==> src/rtl/imem_loader_if.sv <==
// Byte-stream valid/ready handshake feeding the instruction memory loader.
interface imem_loader_if;
    logic       in_valid;
    logic [7:0] in_data;
    logic       in_ready;

    modport master (output in_valid, output in_data, input in_ready);
    modport slave  (input in_valid, input in_data, output in_ready);
endinterface

==> src/rtl/imem_loader.sv <==
// Length-prefixed byte-serial loader filling the instruction memory.
// Optional trailing XOR checksum byte enabled by LOADER_CHECKSUM_EN.
module imem_loader #(
    parameter int DEPTH  = 512,
    parameter int ADDR_W = 9
) (
    input  logic              clock,
    input  logic              reset,
    imem_loader_if.slave      s,
    output logic              imem_we,
    output logic [ADDR_W-1:0] imem_addr,
    output logic [15:0]       imem_wdata,
    output logic              cpu_hold,
    output logic              done,
    output logic              error
);

    typedef enum logic [2:0] {
        LEN_HI,
        LEN_LO,
        DATA_HI,
        DATA_LO,
`ifdef LOADER_CHECKSUM_EN
        CSUM,
`endif
        DONE,
        ERROR
    } state_t;

`ifdef LOADER_CHECKSUM_EN
    localparam state_t FIN = CSUM;
`else
    localparam state_t FIN = DONE;
`endif

    localparam logic [15:0] DEPTH_W = 16'(DEPTH);

    state_t            state_q, state_d;
    logic [15:0]       len_q, len_d;
    logic [15:0]       cnt_q, cnt_d;
    logic [7:0]        hi_q, hi_d;
    logic              we_q, we_d;
    logic [ADDR_W-1:0] addr_q, addr_d;
    logic [15:0]       wdata_q, wdata_d;
    logic              xfer;
`ifdef LOADER_CHECKSUM_EN
    logic [7:0]        csum_q, csum_d;
`endif

    assign s.in_ready = (state_q != DONE) && (state_q != ERROR);
    assign xfer       = s.in_valid && s.in_ready;

    always_comb begin
        state_d = state_q;
        len_d   = len_q;
        cnt_d   = cnt_q;
        hi_d    = hi_q;
        we_d    = 1'b0;
        addr_d  = addr_q;
        wdata_d = wdata_q;
`ifdef LOADER_CHECKSUM_EN
        csum_d  = csum_q;
        if (xfer && state_q != CSUM)
            csum_d = csum_q ^ s.in_data;
`endif
        if (xfer) begin
            unique case (state_q)
                LEN_HI: begin
                    len_d   = {s.in_data, 8'h00};
                    state_d = LEN_LO;
                end
                LEN_LO: begin
                    len_d = {len_q[15:8], s.in_data};
                    if (len_d > DEPTH_W)
                        state_d = ERROR;
                    else if (len_d == 16'd0)
                        state_d = FIN;
                    else
                        state_d = DATA_HI;
                end
                DATA_HI: begin
                    hi_d    = s.in_data;
                    state_d = DATA_LO;
                end
                DATA_LO: begin
                    we_d    = 1'b1;
                    addr_d  = cnt_q[ADDR_W-1:0];
                    wdata_d = {hi_q, s.in_data};
                    cnt_d   = cnt_q + 16'd1;
                    state_d = (cnt_d == len_q) ? FIN : DATA_HI;
                end
`ifdef LOADER_CHECKSUM_EN
                CSUM: begin
                    state_d = (s.in_data == csum_q) ? DONE : ERROR;
                end
`endif
                default: ;
            endcase
        end
    end

    always_ff @(posedge clock) begin
        if (reset) begin
            state_q <= LEN_HI;
            len_q   <= '0;
            cnt_q   <= '0;
            hi_q    <= '0;
            we_q    <= 1'b0;
            addr_q  <= '0;
            wdata_q <= '0;
`ifdef LOADER_CHECKSUM_EN
            csum_q  <= '0;
`endif
        end else begin
            state_q <= state_d;
            len_q   <= len_d;
            cnt_q   <= cnt_d;
            hi_q    <= hi_d;
            we_q    <= we_d;
            addr_q  <= addr_d;
            wdata_q <= wdata_d;
`ifdef LOADER_CHECKSUM_EN
            csum_q  <= csum_d;
`endif
        end
    end

    // DONE becomes visible only once the final write strobe has retired,
    // so the CPU never fetches a word in the cycle it is written.
    assign done       = (state_q == DONE) && !we_q;
    assign cpu_hold   = !done;
    assign error      = (state_q == ERROR);
    assign imem_we    = we_q;
    assign imem_addr  = addr_q;
    assign imem_wdata = wdata_q;

endmodule

==> src/flat_wrapper.sv <==
// flat-port wrapper written by rule: the top's interface ports become plain ports
module imem_loader_flat 
#(
    parameter int DEPTH  = 512,
    parameter int ADDR_W = 9
)
  (clock, reset, imem_we, imem_addr, imem_wdata, cpu_hold, done, error, s_in_valid, s_in_data, s_in_ready);
  imem_loader_if s_i ();
  input  logic clock;
  input  logic reset;
  output logic imem_we;
  output logic [ADDR_W-1:0] imem_addr;
  output logic [15:0] imem_wdata;
  output logic cpu_hold;
  output logic done;
  output logic error;
  input wire logic [$bits(s_i.in_valid)-1:0] s_in_valid;
  input wire logic [$bits(s_i.in_data)-1:0] s_in_data;
  output wire logic [$bits(s_i.in_ready)-1:0] s_in_ready;
  assign s_i.in_valid = s_in_valid;
  assign s_i.in_data = s_in_data;
  assign s_in_ready = s_i.in_ready;
  imem_loader #(.DEPTH(DEPTH), .ADDR_W(ADDR_W)) u_core (.clock(clock), .reset(reset), .s(s_i), .imem_we(imem_we), .imem_addr(imem_addr), .imem_wdata(imem_wdata), .cpu_hold(cpu_hold), .done(done), .error(error));
endmodule
==> config.mk <==
export PLATFORM = sky130hd
export DESIGN_NAME = imem_loader_flat
export DESIGN_NICKNAME = d
export VERILOG_FILES = /design/src/rtl/imem_loader_if.sv /design/src/rtl/imem_loader.sv /design/src/flat_wrapper.sv
export SDC_FILE = /design/constraint.sdc
export NUM_CORES = 1
export LEC_CHECK = 0
export CAP_MARGIN = 20
export CORE_ASPECT_RATIO = 1.4
export CORE_MARGIN = 2
export CORE_UTILIZATION = 43
export CTS_CLUSTER_SIZE = 14
export DETAILED_ROUTE_END_ITERATION = 8
export DONT_BUFFER_PORTS = 1
export HOLD_SLACK_MARGIN = 0.05
export PLACE_DENSITY = 0.67
export SLEW_MARGIN = 10
export SYNTH_ARGS = -nofsm -noshare
export SYNTH_HDL_FRONTEND = slang
export SYNTH_SLANG_ARGS = --single-unit
export TNS_END_PERCENT = 10
==> constraint.sdc <==
create_clock -name clock -period 2.6 [get_ports clock]
set_input_delay 0.39 -clock clock [delete_from_list [all_inputs] [get_ports clock]]
set_output_delay 0.39 -clock clock [all_outputs]
set_load 0.03 [all_outputs]
==> results.sh, run 1 <==
export IMPL_wl_um=7260
export IMPL_first_pass_iters=4
export IMPL_via_per_inst=5.36
export IMPL_syn_nets=407
export IMPL_fin_cells=483
export IMPL_rsz0062_at_grt="false"
export IMPL_grt_start_max_net_pins=71
export IMPL_mappedNetlistArea_um2=3210
export IMPL_crit_family="simple AND/OR/NAND/NOR gates"
export IMPL_cts_buffers=9
export IMPL_critPathBufInv=1
export IMPL_finalSetupTns_ns=0
export IMPL_synth_avg_cell_area_um2=8.12
export IMPL_fin_crit_sh=0.892
export IMPL_leakage_uw=0.00113
export IMPL_fin_skew_ns=0.00798
export IMPL_start_util=0.441
export IMPL_first_iter_violations=134
export IMPL_period_needed_ns=2.32
export IMPL_p_per_area_nw_per_um2=662
export IMPL_postSynthCellCount=395
export IMPL_ant_nets=0
export IMPL_synth_edff_count=0
export IMPL_clock_sinks=69
export IMPL_tightest_slew_ns=0.561
export IMPL_finalHoldViolations=0
export IMPL_cp_cell_sequence="nand2b_1 > or3_1 > inv_1"
export IMPL_slowest_stage="or3_1"
export IMPL_wl_per_cell_um=15.0
export IMPL_async_reset_ff_frac=0
export IMPL_grt_overflow_total=0
export IMPL_finalMaxSlewViolations=0
export IMPL_grt_pass1_vias=2537
export IMPL_cts_hold_buf=0
export IMPL_crit_path_start_kind="flop"
export IMPL_synth_distinct_cells=47
export IMPL_cp_data_arrival_time_ns=1.93
export IMPL_cts_tree="done"
export IMPL_ys_flop_type="dfxtp_1"
export IMPL_utilization=0.468
export IMPL_clockBufferDepth=2
export IMPL_drc=0
export IMPL_ctsResizeCount=0
export IMPL_peakVddDrop_v=0.000389
export IMPL_drive_gt1_frac=0.0699
export IMPL_slew_headroom=0.625
export IMPL_die_area_um2=8170
export IMPL_core_area_um2=7270
export IMPL_fillers=764
export IMPL_hold_path_class="in2reg"
export IMPL_nets=393
export IMPL_register_area_um2=1380
export IMPL_cts_setup_buffers=0
export IMPL_antenna_cells=0
export IMPL_clock_latency_ns=0.35
export IMPL_die_w_um=77.0
export IMPL_path_class="reg2out"
export IMPL_vias=2587
export IMPL_grt_pass1_wl_um=12100
export IMPL_synthToLayoutAreaGrowth_pct=6.09
export IMPL_routabilityCongestion=0.836
export IMPL_ys_ff_latch=69
export IMPL_antenna_found_initial=0
export IMPL_max_cap_viol_count=0
export IMPL_cp_slowest_stage_delay_ns=0.55
export IMPL_status="complete, no violations"
export IMPL_die_y_um=106
export IMPL_seq_area_frac_synth=0.431
export IMPL_pin_count=41
export IMPL_required_ns=2.21
export IMPL_setup_viol=0
export IMPL_numPortBuffers=0
export IMPL_cts_root_buf="clkbuf_8"
export IMPL_place_inst=467
export IMPL_dp_hpwl_um=5000
export IMPL_multi_input_area_um2=1630
export IMPL_grt_usage=0.187
export IMPL_num_rows=37
export IMPL_cp_max_fo=10
export IMPL_worstSetupEndpointType="primary output"
export IMPL_h_tree_depth=3
export IMPL_clkTransAtPathRegs_ns=0.08
export IMPL_clock_fmax_mhz=431
export IMPL_yosys_warnings=0
[metrics by stage]
stage	power (uW)	setup WS (ns)	instance area, um2	hold slack (ns)
2_1_floorplan	1260	0.685	3210	0.431
3_3_place_gp	1270	0.654	3170	0.433
3_5_place_dp	1270	0.522	3170	0.447
4_1_cts	2280	0.266	3400	0.0793
5_1_grt	2340	0.221	3400	0.0767
6_report	2250	0.281	3400	0.0971
[area by class of cell]
type | instances | share of cell area
Multi-Input combinational cell | 294 | 0.479
Clock inverter | 7 | 0.0302
Tap cell | 97 | 0.0357
Timing Repair Buffer | 4 | 0.00883
Inverter | 3 | 0.00331
Clock buffer | 9 | 0.0364
Sequential cell | 69 | 0.406
[report_power, final]
part | total [uW] | internal (uW) | switching (uW) | leakage [uW]
combinational | 140 | 55.1 | 84.8 | 0.000459
sequential | 1110 | 1080 | 30.9 | 0.000558
clock | 1000 | 553 | 449 | 0.000111
[worst reg2reg max path: cells and delay by family, from the launching register on]
| family | cells | cell delay (ns) |
|---|---|---|
| compound gates | 2 | 0.23 |
| fa+ha+maj | 1 | 0.33 |
| flops | 1 | 0.46 |
| simple gates | 4 | 1.02 |
[metal layers]
layer | up-vias | routed length, um | track usage
li1 | 1316 | - | -
met1 | 1208 | 3080 | 0.219
met2 | 54 | 3690 | 0.316
met3 | 9 | 352 | 0.0518
met4 | 0 | 140 | 0.0880
met5 | - | 0 | 0
[cell usage in the layout, fill, tap and decap left out, drive strengths merged, types with 7 or more instances in the layout]
cell / synthesis / layout
a21oi: 49 / 49
clkbuf: 13 / 9
dfxtp: 69 / 69
inv: 3 / 7
mux2i: 8 / 8
nand2: 89 / 89
nand3: 18 / 18
nand4: 7 / 7
nor2: 29 / 29
o21ai: 10 / 10
xnor2: 20 / 20
xor2: 11 / 11
[logic make-up after synthesis]
family / Yosys count / share of synthesized area
multiplexers: 8 / 0.0250
adder cells (fa/ha/maj): 1 / 0.00390
AND/OR/NAND/NOR: 182 / 0.268
XOR/XNOR: 31 / 0.0847
buffers and inverters: 32 / 0.0605
flip-flops: 69 / 0.431
AO/OA/AOI/OAI: 72 / 0.127
[flip-flops by register name (all words and copies together) (netlist names)]
signal / count
u_core.imem_addr: 9
u_core.len_q: 16
u_core.imem_we: 1
u_core.imem_wdata: 16
u_core.state_q: 3
u_core.hi_q: 8
u_core.cnt_q: 16
[cell usage after synthesis, types with 6 or more instances]
| library cell | count | area (um2) |
|---|---|---|
| a21oi_1 | 49 | 245 |
| buf_2 | 6 | 30.0 |
| buf_6 | 6 | 67.6 |
| clkbuf_1 | 12 | 45.0 |
| dfxtp_1 | 69 | 1380 |
| mux2i_1 | 8 | 80.1 |
| nand2_1 | 88 | 330 |
| nand3_1 | 18 | 90.1 |
| nand4_1 | 7 | 43.8 |
| nor2_1 | 29 | 109 |
| o21ai_0 | 10 | 50.1 |
| or3_1 | 6 | 37.5 |
| xnor2_1 | 20 | 175 |
| xor2_1 | 11 | 96.3 |
[final timing paths]
path	startpoint	endpoint	slack, ns	depth (start not counted)
hold / removal	reset	u_core.imem_wdata[0]$_SDFFE_PP0P_	0.1	1
setup reg to reg	u_core.cnt_q[0]$_SDFFE_PP0P_	u_core.state_q[2]$_SDFFE_PP0P_	0.49	7
setup / recovery	u_core.state_q[1]$_SDFFE_PP0P_	done	0.28	3
hold reg to reg	u_core.hi_q[4]$_SDFFE_PP0P_	u_core.imem_wdata[12]$_SDFFE_PP0P_	0.45	2
(Power assumes the default switching activity.)
==> run 2, diff against run 1 <==
Settings changed: CTS_BUF_LIST from default to sky130_fd_sc_hd__clkbuf_4 sky130_fd_sc_hd__clkbuf_8.
==> results of run 2 <==
Final layout, timing and power as in run 1 (identical DEF).
